==> src/rtl/fifo_ctrl_if.sv <==
// Request/status bundle between a FIFO requester (master) and fifo_ctrl (slave).
// FIFO_ALMOST_FLAGS_EN adds almost_full/almost_empty to the bundle.
interface fifo_ctrl_if #(parameter int ADDR_W = 3);
   logic              wr_en;
   logic              rd_en;
   logic              we;
   logic [ADDR_W-1:0] wAddr;
   logic              re;
   logic [ADDR_W-1:0] rAddr;
   logic              full;
   logic              empty;
   logic              wr_ack;
   logic              wr_err;
   logic              rd_ack;
   logic              rd_err;
   logic [ADDR_W:0]   data_count;
`ifdef FIFO_ALMOST_FLAGS_EN
   logic              almost_full;
   logic              almost_empty;

   modport master (output wr_en, rd_en,
                   input  we, wAddr, re, rAddr, full, empty, wr_ack, wr_err,
                          rd_ack, rd_err, data_count, almost_full, almost_empty);
   modport slave  (input  wr_en, rd_en,
                   output we, wAddr, re, rAddr, full, empty, wr_ack, wr_err,
                          rd_ack, rd_err, data_count, almost_full, almost_empty);
`else
   modport master (output wr_en, rd_en,
                   input  we, wAddr, re, rAddr, full, empty, wr_ack, wr_err,
                          rd_ack, rd_err, data_count);
   modport slave  (input  wr_en, rd_en,
                   output we, wAddr, re, rAddr, full, empty, wr_ack, wr_err,
                          rd_ack, rd_err, data_count);
`endif
endinterface

==> src/rtl/fifo_ctrl.sv <==
// FIFO control/pointer stage: Moore FSM, strobe/ack one cycle after the sampled request,
// pointer/count update on the following edge; rejects instead of stalling. Option: FIFO_ALMOST_FLAGS_EN.
module fifo_ctrl #(
   parameter int ADDR_W = 3
) (
   input  logic       clk,
   input  logic       reset,
   fifo_ctrl_if.slave bus
);
   localparam logic [ADDR_W-1:0] PTR_ONE = ADDR_W'(1);
   localparam logic [ADDR_W:0]   CNT_ONE = (ADDR_W+1)'(1);
   localparam logic [ADDR_W:0]   DEPTH_C = CNT_ONE << ADDR_W;

   typedef enum logic [2:0] {
      INIT     = 3'd0,
      NO_OP    = 3'd1,
      WRITE    = 3'd2,
      WR_ERROR = 3'd3,
      READ     = 3'd4,
      RD_ERROR = 3'd5
   } state_t;

   state_t            state_q, state_d;
   logic [ADDR_W-1:0] head_q, head_d;
   logic [ADDR_W-1:0] tail_q, tail_d;
   logic [ADDR_W:0]   count_q, count_d;

   always_ff @(posedge clk or posedge reset) begin
      if (reset) begin
         state_q <= INIT;
         head_q  <= '0;
         tail_q  <= '0;
         count_q <= '0;
      end else begin
         state_q <= state_d;
         head_q  <= head_d;
         tail_q  <= tail_d;
         count_q <= count_d;
      end
   end

   // The current state's update lands at this edge, so the next request is judged on count_d.
   always_comb begin
      head_d  = head_q;
      tail_d  = tail_q;
      count_d = count_q;
      state_d = NO_OP;
      case (state_q)
         WRITE: begin
            tail_d  = tail_q + PTR_ONE;
            count_d = count_q + CNT_ONE;
         end
         READ: begin
            head_d  = head_q + PTR_ONE;
            count_d = count_q - CNT_ONE;
         end
         default: ;
      endcase
      if (state_q != INIT) begin
         if (bus.wr_en && !bus.rd_en) begin
            state_d = (count_d == DEPTH_C) ? WR_ERROR : WRITE;
         end else if (bus.rd_en && !bus.wr_en) begin
            state_d = (count_d == '0) ? RD_ERROR : READ;
         end
      end
   end

   always_comb begin
      bus.we     = 1'b0;
      bus.wr_ack = 1'b0;
      bus.wr_err = 1'b0;
      bus.re     = 1'b0;
      bus.rd_ack = 1'b0;
      bus.rd_err = 1'b0;
      case (state_q)
         WRITE: begin
            bus.we     = 1'b1;
            bus.wr_ack = 1'b1;
         end
         READ: begin
            bus.re     = 1'b1;
            bus.rd_ack = 1'b1;
         end
         WR_ERROR: bus.wr_err = 1'b1;
         RD_ERROR: bus.rd_err = 1'b1;
         default: ;
      endcase
   end

   assign bus.wAddr      = tail_q;
   assign bus.rAddr      = head_q;
   assign bus.data_count = count_q;
   assign bus.full       = (count_q == DEPTH_C);
   assign bus.empty      = (count_q == '0);

`ifdef FIFO_ALMOST_FLAGS_EN
   // Held low while in INIT so both flags read 0 during and just out of reset.
   assign bus.almost_full  = (state_q != INIT) && (count_q >= (DEPTH_C - CNT_ONE));
   assign bus.almost_empty = (state_q != INIT) && (count_q <= CNT_ONE);
`endif
endmodule

==> src/flat_wrapper.sv <==
// flat-port wrapper written by rule: the top's interface ports become plain ports
module fifo_ctrl_flat 
#(
   parameter int ADDR_W = 3
)
  (clk, reset, bus_wr_en, bus_rd_en, bus_we, bus_wAddr, bus_re, bus_rAddr, bus_full, bus_empty, bus_wr_ack, bus_wr_err, bus_rd_ack, bus_rd_err, bus_data_count);
  fifo_ctrl_if #(.ADDR_W(ADDR_W)) bus_i ();
  input  logic clk;
  input  logic reset;
  input wire logic [$bits(bus_i.wr_en)-1:0] bus_wr_en;
  input wire logic [$bits(bus_i.rd_en)-1:0] bus_rd_en;
  output wire logic [$bits(bus_i.we)-1:0] bus_we;
  output wire logic [$bits(bus_i.wAddr)-1:0] bus_wAddr;
  output wire logic [$bits(bus_i.re)-1:0] bus_re;
  output wire logic [$bits(bus_i.rAddr)-1:0] bus_rAddr;
  output wire logic [$bits(bus_i.full)-1:0] bus_full;
  output wire logic [$bits(bus_i.empty)-1:0] bus_empty;
  output wire logic [$bits(bus_i.wr_ack)-1:0] bus_wr_ack;
  output wire logic [$bits(bus_i.wr_err)-1:0] bus_wr_err;
  output wire logic [$bits(bus_i.rd_ack)-1:0] bus_rd_ack;
  output wire logic [$bits(bus_i.rd_err)-1:0] bus_rd_err;
  output wire logic [$bits(bus_i.data_count)-1:0] bus_data_count;
  assign bus_i.wr_en = bus_wr_en;
  assign bus_i.rd_en = bus_rd_en;
  assign bus_we = bus_i.we;
  assign bus_wAddr = bus_i.wAddr;
  assign bus_re = bus_i.re;
  assign bus_rAddr = bus_i.rAddr;
  assign bus_full = bus_i.full;
  assign bus_empty = bus_i.empty;
  assign bus_wr_ack = bus_i.wr_ack;
  assign bus_wr_err = bus_i.wr_err;
  assign bus_rd_ack = bus_i.rd_ack;
  assign bus_rd_err = bus_i.rd_err;
  assign bus_data_count = bus_i.data_count;
  fifo_ctrl #(.ADDR_W(ADDR_W)) u_core (.clk(clk), .reset(reset), .bus(bus_i));
endmodule
==> config.mk <==
export PLATFORM = sky130hd
export DESIGN_NAME = fifo_ctrl_flat
export DESIGN_NICKNAME = d
export VERILOG_FILES = /design/src/rtl/fifo_ctrl_if.sv /design/src/rtl/fifo_ctrl.sv /design/src/flat_wrapper.sv
export SDC_FILE = /design/constraint.sdc
export NUM_CORES = 1
export LEC_CHECK = 0
export CORE_MARGIN = 8
export CORE_UTILIZATION = 45
export DETAILED_ROUTE_END_ITERATION = 7
export DONT_BUFFER_PORTS = 1
export PLACE_DENSITY_LB_ADDON = 0.05
export SLEW_MARGIN = 40
export SYNTH_ARGS = -nofsm -noshare
export SYNTH_HDL_FRONTEND = slang
export SYNTH_SLANG_ARGS = --single-unit
==> constraint.sdc <==
create_clock -name clk -period 2.3 [get_ports clk]
set_clock_uncertainty 0.1 [all_clocks]
set_input_delay 0.46 -clock clk [delete_from_list [all_inputs] [get_ports clk]]
set_output_delay 0.46 -clock clk [all_outputs]
set_load 0.02 [all_outputs]
Yosys cells after proc, flatten, opt, wreduce, memory -nomap -nowiden --
Cells that the tools add are included.
Operators by class: $add $sub $neg 4, $mul 0, divide/modulo/power cells 0, $lt $le $gt $ge 0, equal/unequal tests 6, shift-type cells 0, multiplexer cells 10, bitwise gates (word level) 0, reductions and logical operators 7
Operator list (number):
- 3-bit 2-to-1 mux | 3
- 4-bit equality test (second input constant) | 2
- 4-bit logical NOT | 2
- 4-bit case mux with 2 select lines | 1
- 3-bit by 1-bit adder with 3-bit output (second input constant) | 2
- 3-bit by 2-bit equality test with 1-bit output (second input constant) | 2
- 3-bit equality test (second input constant) | 2
- 1-bit 2-to-1 mux | 6
- 4-bit by 1-bit adder with 4-bit output (second input constant) | 1
- 4-bit by 1-bit subtractor with 4-bit output (second input constant) | 1
- 3-bit nonzero test | 1
- 1-bit logical AND | 2
- 1-bit logical NOT | 2
Storage, ports and cells: flip-flop bits (word level) 13, bits in latches 0, bits in writable memories 0, ROM bits 0, bits of input ports 4, output and inout port bits 18, word-level logic and storage cells 31, memories kept 0

Longest topological paths before layout --
word-level depth 7, depth in mapped cells 9, gate-level depth less buffers 8

Least setup slack after synthesis --
No wires, ideal clock.
kind register -> register, from register u_core.state_q[1], to register u_core.state_q[0], library setup time 78 ps, data arrival time 2277 ps, required time 2122 ps, slack -154 ps, cell stages (with the launch flop) 10, buffers on the path 1, period minus slack after synthesis 2454 ps, cell sequence dfrtp_1 > or3b_1 > buf_6 > clkinv_1 > ha_1 > a21oi_2 > a211oi_1 > nand4bb_4 > o21a_1 > o2bb2ai_1
Between the ends: cells in the longest elaborated chain, start to end 7, elaborated cells on any way between the ends 11, classes of those cells eq/ne: 3; mux: 6; reduce/logical: 2
RTL lines:
- start: declaration | line fifo_ctrl.sv:23 | state_t state_q, state_d;
- start signal: assignment | line fifo_ctrl.sv:35 | state_q <= state_d;
- 3-bit equality test or 3-bit by 2-bit equality test with 1-bit output (tied branches) | line fifo_ctrl.sv:48 | case (state_q)
- 4-bit case mux with 2 select lines (*) | line fifo_ctrl.sv:48
- named net u_core.count_d[3] | line fifo_ctrl.sv:26 | logic [ADDR_W:0] count_q, count_d;
- 4-bit logical NOT | line fifo_ctrl.sv:63 | state_d = (count_d == '0) ? RD_ERROR : READ;
- 1-bit 2-to-1 mux | line fifo_ctrl.sv:63
- 3-bit 2-to-1 mux | line fifo_ctrl.sv:62 | end else if (bus.rd_en && !bus.wr_en) begin
- 3-bit 2-to-1 mux (*) | line fifo_ctrl.sv:60 | if (bus.wr_en && !bus.rd_en) begin
- 3-bit 2-to-1 mux (*) | line fifo_ctrl.sv:59 | if (state_q != INIT) begin
- named net u_core.state_d[0] | line fifo_ctrl.sv:23
Mark *: on every way through the listed nets, which the timed path passes. The rest lies on a longest branch. A chain may end at the register's enable or synchronous reset.

Worst setup path in the final report --
Same ends and word-level chain as after synthesis.

==> run_results.csv <==
group,metric,value,unit
status,status,"finished clean",
pwr,p_seq_frac,0.442,
clock_tree,cts_tree,"done",
synthesis,ys_seq_area_frac,0.426,
critical_path,rr_startpoint,"u_core.state_q[1]$_DFF_PP0_",
timing,hold_viol_final,0,
pwr,p_comb_frac,0.441,
timing,rsz0062_at_grt,"false",
routing,vias,509,
floorplanning,start_util,0.462,
finish,drive_gt1_frac,0.316,
pwr,p_per_area,1300,mW/mm²
synthesis,yosysTopAreaCell,"dfrtp_1",
finish,n_antenna_cell,0,
critical_path,start_kind,"flip-flop",
synthesis,synth_nets,74,
critical_path,cp-end-kind,"flip-flop",
critical_path,cpPeakStageDelay,0.46,ns
placed_design,placed_cell_area,847,µm²
critical_path,critPathArrivalTime,2.29,ns
floorplanning,num_rows,15,
critical_path,cp.buffers_inverters,1,
pwr,p_sw,523,µW
global_route,first_global_vias,512,
critical_path,path_delay_family,"simple AND/OR/NAND/NOR gates",
pwr,switching_share,0.453,
floorplanning,io_pins,22,
hold_path,min_path_cells,1,
synthesis,synth-seq-cells,13,
timing,min_period,2.19,ns
clock_tree,clk_pin_slew_worst_paths,0.07,ns
placed_design,numPortBuffers,0,
hold_path,whs_endpoint,"u_core.state_q[1]$_DFF_PP0_",
floorplanning,dieWidth,57.2,µm
clock_tree,cts-root-buf,"clkbuf_4",
critical_path,crit_required,2.40,ns
finish,layout_commonest_cell,"dfrtp_1",
finish,fill_cells,152,
critical_path,cp-startpoint,"u_core.state_q[1]$_DFF_PP0_",
synthesis,synth_area_per_cell,11.7,µm²
clock_tree,cts_buffers,3,
routing,drtIter0Drc,1,
pwr,p_leak,0.000383,µW
pwr,internal_power,631,µW
critical_path,worstPathCellList,"or3b_1, clkinv_2, ha_4, a21oi_4, a21oi_1, nand4bb_4, o21a_1, o2bb2ai_1",
synthesis,yosysWarnings,0,
routing,wl_per_cell,15.1,µm
timing,finalMaxSlewViolations,0,
flow_run,timing.max_cap.violations,0,
hold_path,hold_class,"in -> reg",
synthesis,ys_top_cells_by_area,"dfrtp_1 (43%), xnor2_1 (6.9%), ha_1 (6.6%), mux2_2 (4.4%), nand4bb_4 (3.6%)",
routing,first_pass_iters,2,
hold_path,min_from,"bus_rd_en",
finish,mostFrequentLayoutCells,"dfrtp_1 (13), buf_4 (9), xnor2_1 (6), inv_1 (4), nor2_1 (4)",
timing,max_freq,458,MHz
clock_tree,htreeDepth,1,
global_route,antenna_found_initial,0,
synthesis,synthCells,65,
critical_path,rr_endpoint,"u_core.state_q[0]$_DFF_PP0_",
timing,slew_headroom,0.673,
routing,vias_per_cell,5.47,
floorplanning,die_h,57.2,µm
synthesis,synth_area,763,µm²
synthesis,synthDominantCellAreaShare,0.426,
synthesis,synth_cell_types,30,
placed_design,gp_congestion,0.696,
critical_path,path_max_fanout,4,
timing,tightest_slew,0.490,ns
critical_path,path_class,"reg -> reg",
placed_design,hpwl,1.17,mm
timing,period_share,0.950,
clock_tree,clockBufferDepth,2,
timing,setup_violations,0,
critical_path,critPathSlowestCell,"or3b_1",
global_route,grt.total_usage,0.0922,
global_route,grt_max_degree,14,
routing,postRouteAntennaNets,0,
pwr,vdd_drop_max,0.820,mV
critical_path,reg2reg_slack,0.11,ns
floorplanning,die_area,0.00327,mm²
routing,wl,1.40,mm
pwr,pwr-share-clk,0.117,
finish,final_cell_area,888,µm²
global_route,grt_overflow,0,
clock_tree,clk_latency,0.27,ns
timing,setup_tns,0,ns
clock_tree,post_cts_buffers,0,
critical_path,r2r.worst_path.cells,8,
finish,area_growth,16.4,%
clock_tree,cts_sinks,13,
global_route,grt_pass1_wl,2.39,mm
finish,final_nets,86,
routing,remaining_drc_errors,0,
floorplanning,core-area,0.00165,mm²
-- what timing repair did --
action / 4_1_cts / 5_1_grt
hold buffers: 1 / 0
endpoints found under the hold margin: 7 / 0
resized for setup: 0 / 1
setup endpoints to repair: 0 / 1
-- per-stage QoR --
| step | std cells | hold WS, ns | setup slack [ns] | power (µW) | util |
|---|---|---|---|---|---|
| 2_1_floorplan | 65 | 0.237 | 0.0253 | 885 | - |
| 3_3_place_gp | 88 | 0.309 | 0.151 | 1020 | 0.513 |
| 3_5_place_dp | 88 | 0.301 | 0.100 | 1030 | 0.513 |
| 4_1_cts | 93 | 0.156 | 0.0780 | 1170 | 0.535 |
| 5_1_grt | 93 | 0.140 | 0.0275 | 1260 | 0.538 |
| 6_report | 93 | 0.167 | 0.115 | 1150 | 0.538 |
-- sequential cells by signal (all words and copies together) (netlist names) --
| register | cells |
|---|---|
| u_core.bus.data_count | 4 |
| u_core.bus.wAddr | 3 |
| u_core.state_q | 3 |
| u_core.bus.rAddr | 3 |
-- synthesized netlist by cell type --
master      n
or4b_1      1
xnor2_1     6
nor3b_1     2
nand4_4     1
nor3_1      2
and3b_2     2
o2bb2ai_1   1
nor3b_2     1
fa_1        1
mux2i_1     1
a21oi_2     1
nand3_1     1
xor2_1      1
ha_1        4
inv_1       4
nor4_1      1
or3b_1      1
a21oi_1     2
nand4bb_4   1
nand4_1     1
a211oi_1    1
clkinv_1    1
nor2_1      4
dfrtp_1    13
nand2_1     3
and2_1      1
mux2_2      3
buf_4       2
o21a_1      1
buf_6       1
-- cell type report --
type	instances	area (µm²)	share of cell area
inverter	5	20.0	0.0225
clock buffer	4	26.3	0.0296
tap	17	21.3	0.0239
timing repair buffer	10	77.6	0.0873
sequential	13	325	0.366
multi-input combinational	44	418	0.470
-- cell families after synthesis --
family          share of synthesized area
buf+inv                            0.0590
xor+xnor                           0.0803
flops                               0.426
fa+ha+maj                          0.0918
compound gates                     0.0557
simple gates                        0.230
mux                                0.0574
-- per-layer routing --
metal	up-vias	global-route usage	routed length (µm)
met5	-	0	0
met4	0	0.0201	0
met3	0	0.0532	120
met2	15	0.160	720
met1	247	0.0933	559
li1	247	-	-
-- how the worst max path moves through the flow --
stage,end,cells past startpoint
2_1_floorplan,u_core.state_q[0]$_DFF_PP0_,9
3_3_place_gp,u_core.state_q[0]$_DFF_PP0_,8
3_5_place_dp,u_core.state_q[0]$_DFF_PP0_,8
4_1_cts,u_core.state_q[0]$_DFF_PP0_,8
5_1_grt,u_core.state_q[0]$_DFF_PP0_,8
6_report,u_core.state_q[0]$_DFF_PP0_,8
-- power by group through the flow --
stage / Clock [µW] / Combinational (µW) / Sequential [µW]
floorplan: 0 / 347 / 538
global placement: 0 / 501 / 518
detailed placement: 0 / 508 / 522
CTS: 144 / 513 / 517
global route: 153 / 575 / 531
finish: 135 / 509 / 510
Power figures use the tool's default switching activity.
